--- src/rtl/multiplier_pkg.sv ---
// multiplier_pkg: shared state encoding and sizing helper for the
// sequential shift-add multiplier.
package multiplier_pkg;

   typedef enum logic [1:0] {
      IDLE = 2'b00,
      RUN  = 2'b01,
      DONE = 2'b10
   } state_t;

   localparam int MIN_BITS = 2;

   function automatic int mult_count_bits(input int bits);
      return $clog2(bits) + 1;
   endfunction

endpackage

--- src/rtl/multiplier_addsub.sv ---
// multiplier_addsub: W-bit adder/subtractor used for one partial-product
// step of the shift-add multiplier.
module multiplier_addsub
   import multiplier_pkg::*;
#(
   parameter int W = 5
) (
   input  logic [W-1:0] i_a,
   input  logic [W-1:0] i_b,
   input  logic         i_sub,
   output logic [W-1:0] o_sum
);

   logic [W-1:0] w_b_inv;

   // Subtraction is a + ~b + 1, sharing one carry chain with addition.
   assign w_b_inv = i_sub ? ~i_b : i_b;
   assign o_sum   = i_a + w_b_inv + W'(i_sub);

endmodule

--- src/rtl/shift_add_multiplier.sv ---
// shift_add_multiplier: BITS x BITS sequential shift-add multiplier, signed or
// unsigned at runtime. SHIFT_ADD_MULTIPLIER_EARLY_TERM_EN enables early finish.
module shift_add_multiplier
   import multiplier_pkg::*;
#(
   parameter int BITS = 4
) (
   input  logic              i_clock,
   input  logic              i_reset,
   input  logic              i_start,
   input  logic              i_signed,
   input  logic [BITS-1:0]   i_multiplicand,
   input  logic [BITS-1:0]   i_multiplier,
   output logic [2*BITS-1:0] o_product,
   output logic              o_busy,
   output logic              o_finished
);

   localparam int COUNT_BITS = mult_count_bits(BITS);
   localparam int AW         = 2 * BITS + 1;

   state_t                r_state;
   logic [AW-1:0]         r_acc;
   logic [BITS-1:0]       r_a;
   logic [BITS-1:0]       r_mplr;
   logic                  r_signed;
   logic [COUNT_BITS-1:0] r_count;

   logic [BITS:0]         w_a_ext;
   logic [BITS:0]         w_addend;
   logic [BITS:0]         w_sum;
   logic                  w_last;
   logic                  w_sub;
   logic                  w_fill;
   logic [AW-1:0]         w_step;
   logic [AW-1:0]         w_next_acc;
   logic [BITS-1:0]       w_mplr_nxt;
   logic                  w_finish;

   assign w_a_ext    = r_signed ? {r_a[BITS-1], r_a} : {1'b0, r_a};
   assign w_last     = (r_count == COUNT_BITS'(BITS - 1));
   // The multiplier MSB carries weight -2^(BITS-1) in signed mode.
   assign w_sub      = r_signed & w_last & r_acc[0];
   assign w_addend   = r_acc[0] ? w_a_ext : '0;
   assign w_mplr_nxt = r_mplr >> 1;

   multiplier_addsub #(
      .W (BITS + 1)
   ) u_addsub (
      .i_a   (r_acc[AW-1:BITS]),
      .i_b   (w_addend),
      .i_sub (w_sub),
      .o_sum (w_sum)
   );

   assign w_fill = r_signed & w_sum[BITS];
   assign w_step = {w_fill, w_sum, r_acc[BITS-1:1]};

`ifdef SHIFT_ADD_MULTIPLIER_EARLY_TERM_EN
   logic                  r_bneg;
   logic [COUNT_BITS-1:0] w_shamt;
   logic [AW-1:0]         w_shr;
   logic                  w_early;

   // Unsigned accumulators have a zero top bit, so one arithmetic shifter
   // serves both modes.
   assign w_shamt    = COUNT_BITS'(BITS - 1) - r_count;
   assign w_shr      = $unsigned($signed(w_step) >>> w_shamt);
   assign w_early    = ~r_bneg & (w_mplr_nxt == '0);
   assign w_next_acc = w_early ? w_shr : w_step;
   assign w_finish   = w_early | w_last;

   always_ff @(posedge i_clock) begin
      if (i_reset) begin
         r_bneg <= 1'b0;
      end else if ((r_state != RUN) && i_start) begin
         r_bneg <= i_signed & i_multiplier[BITS-1];
      end
   end
`else
   assign w_next_acc = w_step;
   assign w_finish   = w_last;
`endif

   always_ff @(posedge i_clock) begin
      if (i_reset) begin
         r_state    <= IDLE;
         r_acc      <= '0;
         r_a        <= '0;
         r_mplr     <= '0;
         r_signed   <= 1'b0;
         r_count    <= '0;
         o_product  <= '0;
         o_busy     <= 1'b0;
         o_finished <= 1'b0;
      end else begin
         case (r_state)
            IDLE, DONE: begin
               o_finished <= 1'b0;
               if (i_start) begin
                  r_acc    <= {{(BITS + 1){1'b0}}, i_multiplier};
                  r_a      <= i_multiplicand;
                  r_mplr   <= i_multiplier;
                  r_signed <= i_signed;
                  r_count  <= '0;
                  o_busy   <= 1'b1;
                  r_state  <= RUN;
               end else begin
                  r_state  <= IDLE;
               end
            end
            RUN: begin
               r_acc   <= w_next_acc;
               r_mplr  <= w_mplr_nxt;
               r_count <= r_count + COUNT_BITS'(1);
               if (w_finish) begin
                  o_product  <= w_next_acc[2*BITS-1:0];
                  o_busy     <= 1'b0;
                  o_finished <= 1'b1;
                  r_state    <= DONE;
               end
            end
            default: begin
               o_busy     <= 1'b0;
               o_finished <= 1'b0;
               r_state    <= IDLE;
            end
         endcase
      end
   end

endmodule
--- config.mk ---
export PLATFORM = sky130hd
export DESIGN_NAME = shift_add_multiplier
export DESIGN_NICKNAME = d
export VERILOG_FILES = /design/src/rtl/multiplier_pkg.sv /design/src/rtl/multiplier_addsub.sv /design/src/rtl/shift_add_multiplier.sv
export SDC_FILE = /design/constraint.sdc
export NUM_CORES = 1
export LEC_CHECK = 0
export ABC_CLOCK_PERIOD_IN_PS = 2990
export CAP_MARGIN = 5
export CELL_PAD_IN_SITES_DETAIL_PLACEMENT = 0
export CELL_PAD_IN_SITES_GLOBAL_PLACEMENT = 1
export CORE_MARGIN = 1
export CORE_UTILIZATION = 38
export DETAILED_ROUTE_END_ITERATION = 6
export PLACE_DENSITY_LB_ADDON = 0.05
export SLEW_MARGIN = 0
export SYNTH_ARGS = -nofsm -noshare
export SYNTH_HDL_FRONTEND = slang
export SYNTH_HIERARCHICAL = 1
export SYNTH_SLANG_ARGS = --single-unit
--- constraint.sdc ---
create_clock -name i_clock -period 2.99 [get_ports i_clock]
set_clock_uncertainty 0.05 [all_clocks]
set_input_delay 0.598 -clock i_clock [delete_from_list [all_inputs] [get_ports i_clock]]
set_output_delay 0.598 -clock i_clock [all_outputs]
set_load 0.005 [all_outputs]
==> key figures <==
Global routing
  – Via count of the first global-routing pass: 1011
  – Pin count of the biggest net entering global routing: 30
  – Global Route Usage Sum: 0.154
  – Wire length of the first global-routing pass: 4600 um
  – Initial antenna violation count: 0
  – Remaining global-route overflow: 0

Power
  – IR Drop Worst-Case VDD: 0.000295 V
  – Total power consumption of the routed design: 765 uW
  – Total leakage power: 0.000645 uW
  – Power density normalized to cell area: 456 nW/um^2

Synthesis
  – Synth warn: 6
  – Top FF cell, synth: dfxtp_1
  – Most numerous cell in the Yosys netlist: nand2_1
  – Biggest area consumer among synthesized cells: dfxtp_1
  – Netlist area before placement: 1390 sq um
  – Area share of the largest cell type after synthesis: 0.417
  – Share of synthesized flip-flops with an asynchronous set or reset: 0
  – Cell variety after synth: 32
  – Proportion of synthesized chip area in sequential cells: 0.417
  – Register bit count reported by yosys: 29
  – Post-Synthesis Net Count: 181
  – Commonest cells post-synth: 32 x nand2_1, 29 x dfxtp_1, 23 x a21oi_1, 17 x nand3_1, 8 x nor2_1
  – Average footprint of a synthesized cell: 8.55 sq um
  – Synthesized netlist cell count: 163
  – Top cells by area in the synthesized netlist: dfxtp_1 42%, nand2_1 8.6%, a21oi_1 8.3%, nand3_1 6.1%, ha_1 4.5%
  – Number of synthesized flops with an enable pin: 0

Timing
  – Worst Slack Setup Final: 376 ps
  – Fmax: 0.383 GHz
  – Final critical-path required period: 2610 ps
  – Final clock period utilization by the worst path: 0.874
  – Setup TNS: 0 ps
  – Transition time at the pin with the least slew margin: 768 ps
  – Final-report setup violation count: 0
  – Slew headroom: 0.488
  – Setup repair after global routing missed its margin: no
  – Slew Viols, Final: 0
  – Final hold violations: 0

Floorplanning
  – Core Area: 3420 sq um
  – Die Footprint: 3910 sq um
  – Height of the die: 62.6 um
  – # rows: 21
  – Horizontal extent of the die: 62.6 um
  – Num ports: 22
  – Initial Util: 0.408

Clock tree
  – Resized Gates After CTS: 0
  – Post-CTS Setup Bufs: 0
  – Clock sink total: 29
  – Num CTS Buffers: 5
  – Reg clk slew, reported paths: 90 ps
  – Number of H-tree levels: 2
  – Buffers from clock root to sink, at most: 2
  – Hold_buf cts: 0
  – Worst skew pair latency: 320 ps
  – Clock tree from TritonCTS: done
  – CTS Root Cell: clkbuf_4

Layout
  – Synthesis-to-finish area growth: 20.6%
  – Share of layout cells above drive strength 1: 0.0978
  – Layout net count: 201
  – Number of inserted filler cells in the final layout: 324
  – Count of antenna diodes in the layout: 0

Placement
  – Final HPWL DP: 1960 um
  – Port bufs: 21
  – Worst setup timing slack at the placement stage: 405 ps
  – Last weighted congestion value of the routability-driven placer: 0.762

Worst setup path
  – Arrival time of data at the critical path endpoint: 2820 ps
  – Required @ worst endpoint: 3190 ps
  – Crit. End Element: flip-flop
  – Highest fanout seen on the critical path: 5
  – Crit path launch type: flip-flop
  – Setup CP Type: reg -> reg

Routing
  – DRT antenna net count: 0
  – Vias per cell: 5.00
  – Aggregate routed wire length: 2830 um
  – Detailed Route Iter0 Violations: 39
  – First drt pass iteration count: 4
  – Via Count: 1151
  – DRC violation count after routing: 0
  – Wire length per cell: 12.3 um

Job
  – Max-cap check violation count: 0

Outcome
  – Outcome: complete, no violations

Worst hold path
  – Class of the most critical hold timing path: reg -> reg
==> metal layers <==
| metal | global-route usage | part of all wire | up-vias |
|---|---|---|---|
| li1 | - | - | 595 |
| met1 | 0.179 | 0.49 | 532 |
| met2 | 0.255 | 0.47 | 19 |
| met3 | 0.0438 | 0.026 | 5 |
| met4 | 0.0785 | 0.015 | 0 |
| met5 | 0 | 0 | - |
==> per-stage QoR <==
step | instances | hold WS (ps) | cell area, sq um | utilization
6_report | 230 | 408 | 1680 | 0.492
5_1_grt | 230 | 432 | 1680 | 0.492
4_1_cts | 230 | 413 | 1680 | 0.492
3_5_place_dp | 222 | 399 | 1610 | 0.471
3_3_place_gp | 222 | 391 | 1610 | 0.471
2_1_floorplan | 163 | 382 | 1390 | -
==> report_power, final <==
part	leakage [uW]	switching, uW	internal [uW]	total [uW]
clock	0.0000413	136	136	272
sequential	0.000236	10.9	400	411
combinational	0.000368	46.1	36.3	82.4
total	0.000645	193	572	765
==> worst max-delay path: stages, from the launching register on <==
cell and delay, ps:
dfxtp_1 340, ha_1 200, ha_1 190, and3_1 260, mux2_4 320, fa_1 410, a21o_1 170, a21oi_1 180
xnor2_1 190, nand3_1 110, a21oi_1 140
==> state kept, by name, indices dropped and copies added (netlist names) <==
register / cells
o_busy: 1
r_state: 2
r_count: 3
r_acc: 9
o_product: 8
r_signed: 1
o_finished: 1
r_a: 4
==> cell families after synthesis <==
| logic type | count (synthesis) | share of synthesized area |
|---|---|---|
| buf+inv | 13 | 0.0583 |
| fa+ha+maj | 6 | 0.0592 |
| xor+xnor | 8 | 0.0503 |
| compound gates | 32 | 0.155 |
| simple gates | 74 | 0.250 |
| mux | 1 | 0.0108 |
| flops | 29 | 0.417 |
==> cell type report <==
| class | count | area [sq um] | share of cell area |
|---|---|---|---|
| Clock buffer | 7 | 65.1 | 0.0387 |
| Clock inverter | 1 | 5.00 | 0.00298 |
| Inverter | 2 | 7.51 | 0.00447 |
| Multi-Input combinational cell | 121 | 732 | 0.436 |
| Sequential cell | 29 | 581 | 0.345 |
| Tap cell | 46 | 57.6 | 0.0343 |
| Timing Repair Buffer | 24 | 233 | 0.138 |
==> path summary, 6_finish.rpt <==
| path | startpoint | end | slack [ps] | depth (start not counted) |
|---|---|---|---|---|
| max | r_count[0] | o_product[7] | 380 | 10 |
| min | o_product[0] | o_product[0] | 410 | 2 |
| max reg2reg | r_count[0] | o_product[7] | 380 | 10 |
| min reg2reg | o_product[0] | o_product[0] | 410 | 2 |
==> cell usage in the layout (no fill, tap or decap), drive strengths merged, types with 2 or more instances in the layout <==
cell type,synthesis,layout
nand3,17,17
xor2,5,5
a311oi,4,4
a21oi,23,23
clkbuf,2,7
ha,5,5
nand2,32,32
dfxtp,29,29
and2,4,4
and3,2,2
nor2,8,8
xnor2,3,3
clkdlybuf4s50,0,21
nand2b,4,4
buf,9,3
inv,2,2
Note: power is estimated with default switching activity, not from simulation.
